===== src/rtl/fft_input_buffer.sv =====
// Collects an N-sample complex frame, splits it into even/odd halves sign-extended
// to W+N/2 bits, and holds it on xe/xo until the butterfly stage accepts it.
module fft_input_buffer #(
  parameter int N = 16,
  parameter int W = 16
) (
  input  logic                    clk,
  input  logic                    rst,
  input  logic                    in_valid,
  output logic                    in_ready,
  input  logic                    in_sof,
  input  logic signed [W-1:0]     in_re,
  input  logic signed [W-1:0]     in_im,
  output logic                    out_valid,
  input  logic                    out_ready,
  output logic signed [W+N/2-1:0] xe [N/2][2],
  output logic signed [W+N/2-1:0] xo [N/2][2],
  output logic                    frame_err
);

  localparam int OW = W + N / 2;
  localparam int CW = $clog2(N);
  localparam logic [CW-1:0] LAST = CW'(N - 1);

  typedef enum logic {FILL, HOLD} state_t;

  state_t        state, state_nxt;
  logic [CW-1:0] wr_cnt, wr_cnt_nxt;
  logic [CW-1:0] wr_idx;
  logic          wr_en;
  logic          err_nxt;

  function automatic logic signed [OW-1:0] sext(input logic signed [W-1:0] v);
    return {{(OW - W){v[W-1]}}, v};
  endfunction

  assign in_ready  = (state == FILL);
  assign out_valid = (state == HOLD);

  always_comb begin
    state_nxt  = state;
    wr_cnt_nxt = wr_cnt;
    wr_idx     = wr_cnt;
    wr_en      = 1'b0;
    err_nxt    = 1'b0;
    case (state)
      FILL: begin
        if (in_valid) begin
          wr_en = 1'b1;
          if (in_sof) begin
            // A start marker always restarts the frame at index 0, even at the last slot.
            wr_idx     = '0;
            wr_cnt_nxt = CW'(1);
            err_nxt    = (wr_cnt != '0);
          end else if (wr_cnt == LAST) begin
            wr_cnt_nxt = '0;
            state_nxt  = HOLD;
          end else begin
            wr_cnt_nxt = wr_cnt + 1'b1;
          end
        end
      end
      HOLD: begin
        if (out_ready) state_nxt = FILL;
      end
      default: state_nxt = FILL;
    endcase
  end

  always_ff @(posedge clk or posedge rst) begin
    if (rst) begin
      state     <= FILL;
      wr_cnt    <= '0;
      frame_err <= 1'b0;
      for (int k = 0; k < N / 2; k++) begin
        for (int c = 0; c < 2; c++) begin
          xe[k][c] <= '0;
          xo[k][c] <= '0;
        end
      end
    end else begin
      state     <= state_nxt;
      wr_cnt    <= wr_cnt_nxt;
      frame_err <= err_nxt;
      // Even indices land in xe, odd in xo; the upper index bits select the slot.
      if (wr_en) begin
        if (!wr_idx[0]) begin
          xe[wr_idx[CW-1:1]][0] <= sext(in_re);
          xe[wr_idx[CW-1:1]][1] <= sext(in_im);
        end else begin
          xo[wr_idx[CW-1:1]][0] <= sext(in_re);
          xo[wr_idx[CW-1:1]][1] <= sext(in_im);
        end
      end
    end
  end

endmodule


===== config.mk =====
export PLATFORM = sky130hd
export DESIGN_NAME = fft_input_buffer
export DESIGN_NICKNAME = d
export VERILOG_FILES = /design/src/rtl/fft_input_buffer.sv
export SDC_FILE = /design/constraint.sdc
export NUM_CORES = 1
export LEC_CHECK = 0
export BUFFER_PORTS_ARGS = -buffer_cell sky130_fd_sc_hd__buf_2
export CORE_AREA = 5 5 312 314
export CTS_CLUSTER_DIAMETER = 40
export DETAILED_ROUTE_END_ITERATION = 12
export DIE_AREA = 0 0 317 319
export PLACE_DENSITY_LB_ADDON = 0.15
export SLEW_MARGIN = 20
export SYNTH_ARGS = -nofsm -noshare
export SYNTH_HDL_FRONTEND = slang
export SYNTH_SLANG_ARGS = --single-unit

===== constraint.sdc =====
create_clock -name clk -period 24.2 [get_ports clk]
set_clock_uncertainty 0.2 [all_clocks]
set_input_delay 7.26 -clock clk [delete_from_list [all_inputs] [get_ports clk]]
set_output_delay 7.26 -clock clk [all_outputs]
set_load 0.02 [all_outputs]

==> results.toml <==
[floorplanning]
rows = 113
initial_utilization = 0.229
ios = 808
core-area_um2 = 94300
dieArea_um2 = 101000
die_w_um = 317
die_h_um = 319

[grt]
grt_pass1_wl_um = 109000
grt_max_degree = 143
gr-usage-all-layers = 0.147
first_global_vias = 14400
antenna_found_initial = 5
gr-total-overflow = 0

[yosys]
syn_area_um2 = 21600
synth_area_leaders = "dfrtp_1, mux2_2, buf_4"
syn-num-nets = 1468
synth_top_area_share = 0.600
ys_types = 36
async_reset_ff_frac = 1.00
yosys-top-cells-count = "dfrtp_1, mux2_2, buf_4, buf_2, clkbuf_1"
synth_edf_count = 0
ys_warn_count = 0
synth_flop_cell = "dfrtp_1"
yosysSeqAreaShare = 0.600
syn-instance-count = 1429
avgSynthCellArea_um2 = 15.1
synth_seq_cells = 518
yosys.area.top_type = "dfrtp_1"
synth.most_common_cell = "dfrtp_1"

[place]
port_buffers = 807
dp_hpwl_um = 53200
place_congestion = 0.729

[power_and_ir_drop]
ir_worst_vdd_mv = 0.0648
p_per_area_nw_per_um2 = 131
p_leak_nw = 15.7

[drt]
vias = 13500
ant_nets = 0
first_pass_iters = 4
drc = 0
routed_wl_um = 77200
drt_iter0_markers = 415
wire_per_inst_um = 22.9
viasPerCell = 4.01

[sta]
setup_viol = 0
fin_setup_tns_ns = 0
grt_setup_unrepaired = "false"
post-route-min-period_ns = 9.69
max_clock_freq_ghz = 0.103
tightest_slew_ns = 0.927
hold_viol = 0
slew_viol_final = 0
fin_crit_sh = 0.400
relSlewSlack = 0.380
hold_ws_ns = 0.279

[clocking]
cts_buffer_depth = 3
clk_pin_slew_ns = 0.05
insertion_delay_ns = 0.66
htree_levels = 3
cts_setup_buffers = 0
cts_tree = "built"
cts_buffers = 106
cts.sinks = 518
holdBufCountCts = 0
clockRootBuffer = "clkbuf_16"
postCtsResizedCells = 0

[worst_setup_path]
cp.arrival_ns = 10.19
end_kind = "asynchronous set/reset pin"
worstSetupStartpointType = "primary input"
crit_required_ns = 24.70
worst-path-max-fanout = 92
path_class = "primary input to asynchronous set/reset pin"
reg2reg_depth = 4

[worst_hold_path]
min_path_type = "flop to flop"
hold_depth = 1

[outcome]
status = "complete, no violations"

[finish]
area_growth_syn_to_layout_pct = 34.0
layout.nets = 2061
drive_gt1_frac = 0.729

[flow_run]
drv_cap = 0
metrics by stage:
step,setup WS (ns),instance area (um2),util,instances,power [mW]
after floorplan,2.27,21600,-,1429,1.98
after global placement,13.63,25100,0.267,3179,2.30
after detailed placement,13.57,25100,0.267,3179,2.31
after CTS,14.32,28900,0.307,3377,3.87
after global routing,13.92,28900,0.307,3377,3.97
final,14.51,28900,0.307,3378,3.79
worst max-delay path, cell delays in order:
cell	delay (ns)
buf_2	0.13
inv_8	0.45
buf_4	0.74
buf_4	0.76
buf_4	0.71
flip-flops by register name, summed over array words and instances (netlist names):
signal and count:
frame_err 1, out_valid 1, wr_cnt 4, xe 256, xo 256
routing by layer:
metal	GRT usage	vias up	part of all wire
met5	0	-	0
met4	0.0443	0	0.022
met3	0.0521	101	0.088
li1	-	5903	-
met1	0.174	7017	0.39
met2	0.252	519	0.50
final cells by class:
type / count / area [um2]
well taps: 1265 / 1580
diodes: 1 / 2.50
multi-input cells: 562 / 6360
flip-flops and latches: 518 / 13000
inverters: 5 / 26.3
fillers: 9666 / 65400
clock inverters: 65 / 891
repair buffers: 829 / 4220
clock buffers: 133 / 2910
cells in the final DEF (no fill, tap or decap), types with 2 or more instances in the layout:
master / synthesis / layout
clkinv_2: 0 / 13
mux2_2: 475 / 475
inv_1: 4 / 3
clkbuf_1: 33 / 13
nand4b_1: 2 / 2
mux2_1: 7 / 7
nand2_1: 4 / 3
nor2_1: 3 / 3
dfrtp_1: 518 / 518
a21oi_1: 3 / 3
clkinv_16: 0 / 2
clkbuf_8: 0 / 13
nand4_1: 3 / 3
bufinv_16: 0 / 16
nor4_4: 2 / 4
mux2_4: 30 / 30
nand3_2: 0 / 3
clkinvlp_4: 0 / 18
o21ai_0: 3 / 3
clkinv_4: 0 / 8
inv_6: 0 / 6
clkbuf_16: 0 / 107
inv_8: 0 / 2
buf_2: 47 / 807
nand3b_1: 2 / 2
ha_1: 2 / 2
buf_4: 260 / 21
nor3_1: 3 / 3
and4bb_2: 2 / 2
nand3_4: 0 / 3
cells by family after synthesis:
logic type / count (synthesis) / synth area share
flip-flops: 518 / 0.600
multiplexers: 512 / 0.272
buffers and inverters: 349 / 0.110
AO/OA/AOI/OAI: 10 / 0.00295
adder cells (fa/ha/maj): 2 / 0.00116
AND/OR/NAND/NOR: 38 / 0.0140
power by group:
group / internal (mW) / switching [mW]
Sequential: 1.08 / 0.139
Combinational: 0.373 / 0.683
Clock: 1.02 / 0.499
Total: 2.47 / 1.32
worst paths after layout:
check / startpoint / slack [ns] / endpoint
min in group asynchronous: rst / 6.51 / xe[249]
hold reg to reg: xe[58] / 0.28 / xe[58]
setup / recovery: rst / 14.51 / xe[80]
max in group clk: in_sof / 14.88 / xo[22]
hold / removal: xe[58] / 0.28 / xe[58]
setup reg to reg: wr_cnt[0] / 20.91 / xo[60]
Power figures use the tool's default switching activity.
